### config.mk
export PLATFORM = sky130hd
export DESIGN_NAME = mod_mul
export DESIGN_NICKNAME = d
export VERILOG_FILES = /design/src/rtl/alu_pkg.sv /design/src/rtl/mod_add.sv /design/src/rtl/mod_mul.sv
export SDC_FILE = /design/constraint.sdc
export NUM_CORES = 1
export LEC_CHECK = 0
export CAP_MARGIN = 20
export CORE_MARGIN = 5
export CORE_UTILIZATION = 50
export DETAILED_ROUTE_END_ITERATION = 12
export PLACE_DENSITY = 0.73
export SETUP_SLACK_MARGIN = 0.1
export SLEW_MARGIN = 25
export SYNTH_ARGS = -nofsm -noshare
export SYNTH_HDL_FRONTEND = slang
export SYNTH_SLANG_ARGS = --single-unit
### constraint.sdc
create_clock -name clk -period 6.6 [get_ports clk]
set_clock_uncertainty 0.1 [all_clocks]
set_input_delay 1.32 -clock clk [delete_from_list [all_inputs] [get_ports clk]]
set_output_delay 1.32 -clock clk [all_outputs]
set_load 0.005 [all_outputs]
### src/rtl/alu_pkg.sv
// rtl/alu_pkg.sv - shared GF(2^31-1) constants, widths and IDLE/RUN state type
package alu_pkg;

    localparam int OPW  = 31;
    localparam int CNTW = 5;

    localparam logic [OPW-1:0]  P        = 31'h7fffffff;
    localparam logic [CNTW-1:0] CNT_INIT = 5'd30;

    typedef enum logic {
        IDLE = 1'b0,
        RUN  = 1'b1
    } state_t;

    // All-ones is the second encoding of zero in a Mersenne-prime field.
    function automatic logic [OPW-1:0] canon(input logic [OPW-1:0] x);
        return (x == P) ? '0 : x;
    endfunction

endpackage

### src/rtl/mod_add.sv
// rtl/mod_add.sv - combinational 31-bit addition modulo 2^31-1, canonical result
module mod_add
    import alu_pkg::*;
(
    input  logic [OPW-1:0] i_x,
    input  logic [OPW-1:0] i_y,
    output logic [OPW-1:0] o_sum
);

    logic [OPW:0]   w_sum;
    logic [OPW-1:0] w_fold;

    // 2^31 == 1 mod p, so the carry folds back into bit 0; inputs below p keep this from overflowing.
    assign w_sum  = {1'b0, i_x} + {1'b0, i_y};
    assign w_fold = w_sum[OPW-1:0] + {{(OPW-1){1'b0}}, w_sum[OPW]};
    assign o_sum  = canon(w_fold);

endmodule

### src/rtl/mod_mul.sv
// rtl/mod_mul.sv - sequential shift-add multiplier in GF(2^31-1); MOD_MUL_EARLY_EXIT_EN enables early completion
module mod_mul
    import alu_pkg::*;
(
    input  logic           clk,
    input  logic           reset,
    input  logic           start,
    input  logic [OPW-1:0] a,
    input  logic [OPW-1:0] b,
    output logic [OPW-1:0] _mul,
    output logic           _rdy
);

    state_t          r_state;
    state_t          w_state_nxt;
    logic [OPW-1:0]  r_a;
    logic [OPW-1:0]  r_b;
    logic [OPW-1:0]  r_acc;
    logic [OPW-1:0]  r_mul;
    logic [CNTW-1:0] r_cnt;

    logic [OPW-1:0]  w_add_sum;
    logic [OPW-1:0]  w_acc_nxt;
    logic [OPW-1:0]  w_a_dbl;
    logic [OPW-1:0]  w_b_shr;
    logic            w_last;

    mod_add u_mod_add (
        .i_x   (r_acc),
        .i_y   (r_a),
        .o_sum (w_add_sum)
    );

    assign w_acc_nxt = r_b[0] ? w_add_sum : r_acc;
    assign w_a_dbl   = canon({r_a[OPW-2:0], r_a[OPW-1]});
    assign w_b_shr   = r_b >> 1;

`ifdef MOD_MUL_EARLY_EXIT_EN
    assign w_last = (r_cnt == '0) || (w_b_shr == '0);
`else
    assign w_last = (r_cnt == '0);
`endif

    always_ff @(posedge clk) begin
        if (!reset) begin
            r_state <= IDLE;
        end else begin
            r_state <= w_state_nxt;
        end
    end

    always_comb begin
        w_state_nxt = r_state;
        _rdy        = 1'b0;
        case (r_state)
            IDLE: begin
                if (start) begin
                    w_state_nxt = RUN;
                end else begin
                    _rdy = 1'b1;
                end
            end
            RUN: begin
                if (start) begin
                    w_state_nxt = RUN;
                end else if (w_last) begin
                    w_state_nxt = IDLE;
                end
            end
            default: begin
                w_state_nxt = IDLE;
            end
        endcase
    end

    // A start in RUN simply reloads the operands, silently dropping the old job.
    always_ff @(posedge clk) begin
        if (!reset) begin
            r_a   <= '0;
            r_b   <= '0;
            r_acc <= '0;
            r_cnt <= '0;
            r_mul <= '0;
        end else if (start) begin
            r_a   <= canon(a);
            r_b   <= canon(b);
            r_acc <= '0;
            r_cnt <= CNT_INIT;
        end else if (r_state == RUN) begin
            r_acc <= w_acc_nxt;
            r_a   <= w_a_dbl;
            r_b   <= w_b_shr;
            if (w_last) begin
                r_mul <= w_acc_nxt;
            end else begin
                r_cnt <= r_cnt - 1'b1;
            end
        end
    end

    assign _mul = r_mul;

endmodule

# Word-level counts from Yosys, hierarchy flattened

Cells that the tools add are included.

Memories kept: 0
Bits in latches: 0
Register bits after elaboration: 130
Input bits: 65
Output and inout bits: 32
Logic and storage cells: 43
ROM bits: 0
Bits in writable memories: 0

Bitwise gates (word level): 4
Muxes and demuxes: 18
Reduce and logical (&&, ||, !) cells: 6
$add $sub $neg: 3
Divide/modulo/power cells: 0
Magnitude comparators: 0
$mul: 0
Shift-type cells: 0
Eq/ne operators: 5

Operators with widths:

| cell                   | number |
|---|---|
| $mux W31               | 9 |
| $eq A31 B31 Y1 const B | 4 |
| $add A31 B31 Y32       | 1 |
| $add A31 B1 Y31        | 1 |
| $mux W5                | 3 |
| $logic_not A5 Y1       | 1 |
| $mux W1                | 5 |
| $sub A5 B1 Y5 const B  | 1 |
| $not A1 Y1             | 4 |
| $reduce_and A2 Y1      | 2 |
| $reduce_and A3 Y1      | 1 |
| $ne A2 B2 Y1 const B   | 1 |
| $pmux W1 S2            | 1 |
| $reduce_bool A2 Y1     | 1 |
| $reduce_or A2 Y1       | 1 |

# Logic depth before layout (Yosys ltp)

Gate-level depths: netlist of run 1.

Depth in word-level cells: 5
Depth in mapped cells: 24
Depth with buffers taken out: 22

# Modules after synthesis

From an unflattened synthesis of run 1, not the netlist that was laid out.

Cell total of the unflattened synthesis: 1171
Area total of the unflattened synthesis: 9226.3 um2

By module, submodules not included:

| module  | cells an instance | seq. area each (um2) | area an instance (um2) | instances |
|---|---|---|---|---|
| mod_mul | 729               | 2602.5               | 6207.2                 | 1 |
| mod_add | 442               | 0.0                  | 3019.1                 | 1 |

# Worst setup path before layout of run 1

OpenSTA, ideal clock, no wires.

Path kind: register to register
Start point: register r_a[13]
End point: register r_acc[27]
Clock period less this slack: 5.267 ns
Setup time: 0.131 ns
Required time: 6.369 ns
Path buffers: 2
Cell stages (with the launch flop): 24
Path slack: 1.333 ns
Arrival time: 5.035 ns
Path through: dfxtp_1 > ha_1 > clkbuf_1 > nand4_1 > a2111oi_0 > o211ai_1 > nand3_1 > a221o_1 > a21oi_1 > o21bai_1 > a21o_1 > ha_1 > nand2_1 > nor2b_1 > nand3_1 > nor4_4 > and3_1 > and3_1 > xnor2_1 > or4_1 > or4_4 > o31ai_4 > buf_4 > o21ai_1

Word-level cells in the longest chain between the ends: 5

Ends and longest elaborated chain:

| item                     | line          | text |
|---|---|---|
| start: declaration       | mod_mul.sv:16 | `logic [OPW-1:0] r_a;` |
| start signal: assignment | mod_mul.sv:85 | `r_a <= canon(a);` |
| start signal: assignment | mod_mul.sv:91 | `r_a <= w_a_dbl;` |
| $add A31 B31 Y32 (*)     | mod_add.sv:14 | `assign w_sum = {1'b0, i_x} + {1'b0, i_y};` |
| $add A31 B1 Y31 (*)      | mod_add.sv:15 | `assign w_fold = w_sum[OPW-1:0] + {{(OPW-1){1'b0}}, w_sum[OPW]};` |
| $eq A31 B31 Y1           | alu_pkg.sv:17 | `return (x == P) ? '0 : x;` |
| $mux W31 (*)             | alu_pkg.sv:17 |  |
| $mux W31 (*)             | mod_mul.sv:34 | `assign w_acc_nxt = r_b[0] ? w_add_sum : r_acc;` |
| end signal: assignment   | mod_mul.sv:90 | `r_acc <= w_acc_nxt;` |
| end: declaration         | mod_mul.sv:18 | `logic [OPW-1:0] r_acc;` |

Every way passes the cells marked *; elsewhere a longest branch is shown, timed or not.
A chain may end at the register's enable or synchronous reset.

# Worst setup path after layout of run 1

Start point: register r_a[6]
End point: register r_acc[7]

The elaborated chain is that of the path after synthesis.

==> results.yml, run 1 <==
sta:
  worst_slew_pin_slew_ps: 932.1
  hold_viol: 0
  setup-violations-final: 0
  rsz0062_at_grt: "no"
  fmax_mhz: 165.1
  period_share: 0.9176
  period_needed_ps: 6056
  slew-limit-headroom: 0.3765
  fin_tns_setup_ps: 0
  finalMaxSlewViolations: 0
  worst_hold_slack_ps: 382.1
cells_and_area:
  layout_commonest_cell: "dfxtp_1"
  multi_input_area_um2: 5813
  final_cell_mix: "dfxtp_1 (128), nand2_1 (116), clkdlybuf4s50_1 (95)"
  seq_area_um2: 2605
  layout.cells.non_filler: 1386
  fin_util: 0.6039
  layout-drive-gt1-share: 0.06977
  finalNetCount: 1248
  antennaDiodeCount: 0
  syn_to_final_growth_pct: 18.77
  fill_cells: 1550
global_route:
  met1_usage: 0.3747
  grt.total_usage: 0.2603
  grt_max_degree: 100
  grt_pass1_vias: 7861
  grt_pass1_wl_um: 42250
  antenna_found_initial: 0
  grt_util_met3: 0.04099
  grt_remaining_overflow: 0
  grtUsageMet2: 0.3985
  busiest_layer: "met2"
synth:
  syn_inst: 1094
  synthSimpleGateAreaFrac: 0.2761
  avgSynthCellArea_um2: 8.012
  yosysSeqAreaShare: 0.2969
  ys_types: 84
  yosysWarnings: 0
  synth_fa_ha_area_frac: 0.05082
  synth-edff-count: 0
  synthTopCellsByArea: "dfxtp_1 (30%), nand2_1 (5.0%), ha_1 (4.9%), nor2b_1 (4.7%), a21oi_1 (4.5%)"
  syn-num-nets: 1194
  syn-cell-area_um2: 8765
  synthXorXnorAreaFrac: 0.05610
  async_flop_share: 0
  synth_top_area_share: 0.2969
  ys_ff_latch: 130
  synth_compound_area_frac: 0.2317
  synth_ff_type: "dfxtp_1"
  synth_top_family_by_area: "simple AND/OR/NAND/NOR gates"
  post-synth-top-area-cell: "dfxtp_1"
  muxShareOfSynthArea: 0.04483
worst_setup_path:
  setup.worst_path.end_class: "flip-flop"
  start_kind: "flip-flop"
  critPathKind: "flip-flop to flip-flop"
  cp_data_arrival_time_ps: 6260
  worstPathMaxFanout: 22
  cp.required_ps: 6800
clock_tree:
  clock_latency_ps: 430
  root_buffer: "clkbuf_16"
  cts.sinks: 130
  clk_pin_slew_worst_paths_ps: 60
  cts-htree-levels: 4
  numCtsBuffers: 17
  clk_path_buf_depth: 2
  cts_tree: "done"
drt:
  drc: 0
  wl_per_cell_um: 19.17
  drt_iter0_drc: 916
  firstDrtPassIters: 6
  drt-total-wl_um: 26570
  via_per_inst: 6.198
  via_count: 8591
  postRouteAntennaNets: 0
job:
  drv_cap: 0
die:
  core_area_um2: 17240
  num_io_pins: 97
  rows: 48
  die_area_um2: 20280
  chipHeight_um: 142.4
  initial_core_util: 0.5085
  die-width_um: 142.4
status:
  run_status: "finished, final reports clean"
placed_design:
  dp_cells: 1354
  gp_congestion: 1.047
  dp_hpwl_um: 19740
  port_buffers: 96
min_path:
  hp-class: "flip-flop to flip-flop"
pwr:
  peakVddDrop_mv: 0.1859
  p_per_area_nw_per_um2: 196.2
  p_leak_uw: 0.003811
==> cell type report <==
class	instances	area share
multi-input combinational	873	0.5584
sequential	130	0.2502
timing repair buffer	111	0.1034
clock buffer	21	0.04327
tap	225	0.02704
clock inverter	11	0.01226
inverter	15	0.005409
==> path summary, 6_finish.rpt <==
kind / slack (ps) / cells past startpoint / endpoint / startpoint
setup / recovery: 540 / 22 / r_acc[7] / r_a[6]
hold / removal: 380 / 2 / r_acc[5] / r_acc[5]
setup reg to reg: 540 / 22 / r_acc[7] / r_a[6]
hold reg to reg: 380 / 2 / r_acc[5] / r_acc[5]
==> metal layers <==
layer	vias to the layer above	part of all wire
li1	4189	-
met1	4015	0.45
met4	0	0.022
met3	47	0.080
met5	-	0
met2	340	0.44
==> sequential cells by signal (all words and copies together) (netlist names) <==
| register | cells |
|---|---|
| r_state | 1 |
| r_cnt | 5 |
| r_acc | 31 |
| r_b | 31 |
| _mul | 31 |
| r_a | 31 |
==> repair_timing <==
| action | in CTS | in global routing |
|---|---|---|
| gates resized for setup | 0 | 4 |
| hold buffers | 0 | 0 |
| buffers inserted | 0 | 0 |
| setup endpoints to repair | 0 | 62 |
==> Yosys cell counts (all sizes together) (17+ instances only) <==
cell / number
xor2: 22
nand4: 37
and3: 31
a211oi: 19
buf: 21
nor2b: 66
ha: 34
clkbuf: 55
a21oi: 79
nand2: 117
dfxtp: 130
o21ai: 91
nor4: 17
xnor2: 32
a222oi: 30
nand3: 22
mux2i: 37
nor2: 76
==> report_power, final <==
group / internal [uW] / total, uW / switching [uW]
combinational: 120 / 271 / 151
sequential: 812 / 839 / 27.1
clock: 567 / 932 / 365
==> metrics by stage <==
step                area, um^2  setup WS (ps)  total power, uW
detailed placement        9813          348.9             1122
global route             10410          150.7             2116
global placement          9798          483.5             1118
finish                   10410          544.1             2043
CTS                      10390          313.5             2050
floorplan                 8765           1333             1021
==> kinds of logic after synthesis <==
family | after synthesis
buffers and inverters | 91
xor gates and xnor gates | 54
AOI/OAI and AO/OA | 303
DFF | 130
muxes | 39
adders and majority gates | 35
and+or+nand+nor | 442
==> critical path, cell delays in order, from the launching register on <==
cell,delay (ps)
dfxtp_1,380
ha_1,470
o21ai_0,200
a2111oi_2,450
o211ai_1,200
nand3_1,200
a221o_1,180
a21oi_1,90
o21bai_1,140
a21o_1,170
ha_1,170
nand2_1,70
nor2b_1,230
nand3_1,280
nor4_4,370
nand3_1,250
nor3_1,240
xnor2_1,170
or4_1,530
or4_4,440
o31ai_4,190
buf_4,300
o21ai_1,120
Power figures use the tool's default switching activity.
==> inputs of run 2 (changes only) <==
--- a/config.mk
+++ b/config.mk
@@ -5,6 +5,7 @@
 export SDC_FILE = /design/constraint.sdc
 export NUM_CORES = 1
 export LEC_CHECK = 0
+export ABC_AREA = 0
 export CAP_MARGIN = 20
 export CORE_MARGIN = 5
 export CORE_UTILIZATION = 50
@@ -14,4 +15,5 @@
 export SLEW_MARGIN = 25
 export SYNTH_ARGS = -nofsm -noshare
 export SYNTH_HDL_FRONTEND = slang
+export SYNTH_HIERARCHICAL = 1
 export SYNTH_SLANG_ARGS = --single-unit
==> results.yml, run 2 <==
worst_setup_path:
  cpLargestDelayFamily: "simple AND/OR/NAND/NOR gates"
  slowest_stage: "ha_1"
  cp_data_arrival_time_ps: 6230
  start_kind: "flip-flop"
  cp_num_buf_inv: 1
  critPathKind: "flip-flop to flip-flop"
  max_stage_delay_ps: 460
  worstPathMaxFanout: 19
  cp.required_ps: 6810
  setup.worst_path.end_class: "flip-flop"
clock_tree:
  cts.sinks: 130
  clk_pin_slew_worst_paths_ps: 60
  cts_tree: "done"
  root_buffer: "clkbuf_16"
  cts_setup_buffers: 0
  cts_hold_buf: 0
  cts-htree-levels: 4
  clk_path_buf_depth: 2
  numCtsBuffers: 17
  clock_latency_ps: 420
sta:
  period_needed_ps: 6018
  setup-violations-final: 0
  hold_viol: 0
  finalMaxSlewViolations: 0
  worst_slew_pin_slew_ps: 1014
  fin_ws_ps: 582.1
  period_share: 0.9118
  slew-limit-headroom: 0.3243
  fin_tns_setup_ps: 0
  rsz0062_at_grt: "no"
  fmax_mhz: 166.2
cells_and_area:
  finalNetCount: 1300
  layout_commonest_cell: "nand2_1"
  multi_input_area_um2: 6162
  final_cell_mix: "nand2_1 (163), dfxtp_1 (128), a21oi_1 (95)"
  antennaDiodeCount: 0
  syn_to_final_growth_pct: 16.48
  fill_cells: 1655
  layout.cells.non_filler: 1442
  layout-drive-gt1-share: 0.06760
  fin_util: 0.5942
  seq_area_um2: 2605
placed_design:
  dp_slack_ps: 340.6
  dp_cells: 1410
  port_buffers: 96
  dp_hpwl_um: 18660
  gp_congestion: 0.9684
drt:
  firstDrtPassIters: 7
  drc: 0
  via_count: 8974
  via_per_inst: 6.223
  postRouteAntennaNets: 0
  drt-total-wl_um: 25830
  drt_iter0_drc: 883
  wl_per_cell_um: 17.91
die:
  num_io_pins: 97
  chipHeight_um: 145.8
  core_area_um2: 18090
  die-width_um: 145.8
  rows: 49
  initial_core_util: 0.5101
  die_area_um2: 21270
global_route:
  grt.total_usage: 0.2368
  antenna_found_initial: 0
  grt_pass1_wl_um: 41990
  grt_pass1_vias: 8291
  grt_remaining_overflow: 0
  grt_max_degree: 98
synth:
  post-synth-top-area-cell: "dfxtp_1"
  synth-edff-count: 0
  async_flop_share: 0
  syn-cell-area_um2: 9226
  syn-num-nets: 1271
  yosysSeqAreaShare: 0.2821
  synth_top_area_share: 0.2821
  avgSynthCellArea_um2: 7.879
  ys_types: 82
  synthTopCellsByArea: "dfxtp_1 (28%), mux2i_1 (6.7%), nand2_1 (6.6%), o211ai_1 (5.5%), a21oi_1 (5.2%)"
  yosysWarnings: 6
  syn_inst: 1171
  synth_ff_type: "dfxtp_1"
  yosysMostFrequentCell: "nand2_1"
  ys_ff_latch: 130
  yosys-top-cells-count: "nand2_1 (163), dfxtp_1 (130), a21oi_1 (95), nor2_1 (89), o211ai_1 (68)"
min_path:
  hp-class: "flip-flop to flip-flop"
pwr:
  p_per_area_nw_per_um2: 201.8
  peakVddDrop_mv: 0.1549
  p_leak_uw: 0.004122
job:
  drv_cap: 0
status:
  run_status: "finished, final reports clean"
run 2: changes by cell type after synthesis, moves of 17 or more:
cell,before,now
a31oi_1,6,34
and3_1,30,6
a21oi_1,78,95
buf_2,11,30
mux2i_1,37,62
o21a_1,7,37
a222oi_1,30,0
nand2_1,116,163
o211a_1,1,33
o211ai_1,11,68
nor2b_1,66,8
o21ai_1,32,12
run 2: timing repair:
item | CTS | global route
gates resized for setup | 0 | 10
endpoints found under the hold margin | 0 | 0
setup endpoints to repair | 0 | 47
run 2: where the power goes:
part	leakage [uW]	switching, uW	total (uW)	internal [uW]
registers	0.00106	37.5	860	823
logic	0.00277	191	345	154
clock network	0.000292	380	963	583
run 2: cell families (layout without fill, tap and decap cells):
family | after synthesis | in the layout | share of synthesized area
AOI/OAI and AO/OA | 384 | 384 | 0.2865
adders and majority gates | 35 | 35 | 0.04828
and+or+nand+nor | 394 | 394 | 0.2053
buffers and inverters | 111 | 153 | 0.05668
DFF | 130 | 130 | 0.2821
muxes | 62 | 62 | 0.06726
xor gates and xnor gates | 55 | 55 | 0.05384
run 2: worst register-to-register path, cell delays in order (launching register included):
cell and delay (ps):
dfxtp_1 360, ha_1 460, a21oi_1 160, o21ai_0 390, a22oi_1 190, a21oi_1 190
or4_1 120, a21oi_1 90, nor2b_1 120, o21ai_0 80, nand2b_1 160, ha_1 200
ha_1 180, o211ai_1 160, nor4_4 280, nand3_2 170, or3_1 450, or4_1 440
xor2_1 200, nand4_1 150, nor3_1 210, and4_4 340, buf_6 220, nor2b_1 110
mux2i_1 160, nand2_1 80, o211a_1 140
run 2: worst paths after layout:
| path | start | end | slack [ps] | cells past startpoint |
|---|---|---|---|---|
| setup / recovery | r_acc[8] | _mul[2] | 580 | 26 |
| hold / removal | r_acc[26] | r_acc[26] | 380 | 2 |
| setup reg to reg | r_acc[8] | _mul[2] | 580 | 26 |
| hold reg to reg | r_acc[26] | r_acc[26] | 380 | 2 |
run 2: metrics by stage:
stage	total power (uW)	hold slack [ps]	cell area (um^2)
finish	2168	379.3	10750
global route	2256	404.7	10750
detailed placement	1215	365.8	10100
floorplan	1096	353.0	9226
CTS	2177	374.5	10700
global placement	1210	362.8	10100
run 2: cell type report:
| class | instances | share of cell area |
|---|---|---|
| tap | 229 | 0.02666 |
| sequential | 130 | 0.2424 |
| clock inverter | 12 | 0.01362 |
| multi-input combinational | 930 | 0.5734 |
| clock buffer | 20 | 0.04250 |
| timing repair buffer | 107 | 0.09652 |
| inverter | 14 | 0.004890 |
run 2: routing by layer:
metal / routed length [um] / share of wire / GRT usage / vias up
li1: - / - / - / 4392
met1: 11290 / 0.44 / 0.3099 / 4209
met2: 12220 / 0.47 / 0.3871 / 319
met3: 1483 / 0.057 / 0.04080 / 54
met4: 827 / 0.032 / 0.09782 / 0
met5: 0 / 0 / 0 / -
==> inputs of run 3 (changes only) <==
--- a/config.mk
+++ b/config.mk
@@ -6,7 +6,7 @@
 export NUM_CORES = 1
 export LEC_CHECK = 0
 export ABC_AREA = 0
-export CAP_MARGIN = 20
+export CAP_MARGIN = 15
 export CORE_MARGIN = 5
 export CORE_UTILIZATION = 50
 export DETAILED_ROUTE_END_ITERATION = 12
==> results of run 3 <==
Final layout, timing and power as in run 2 (identical DEF).
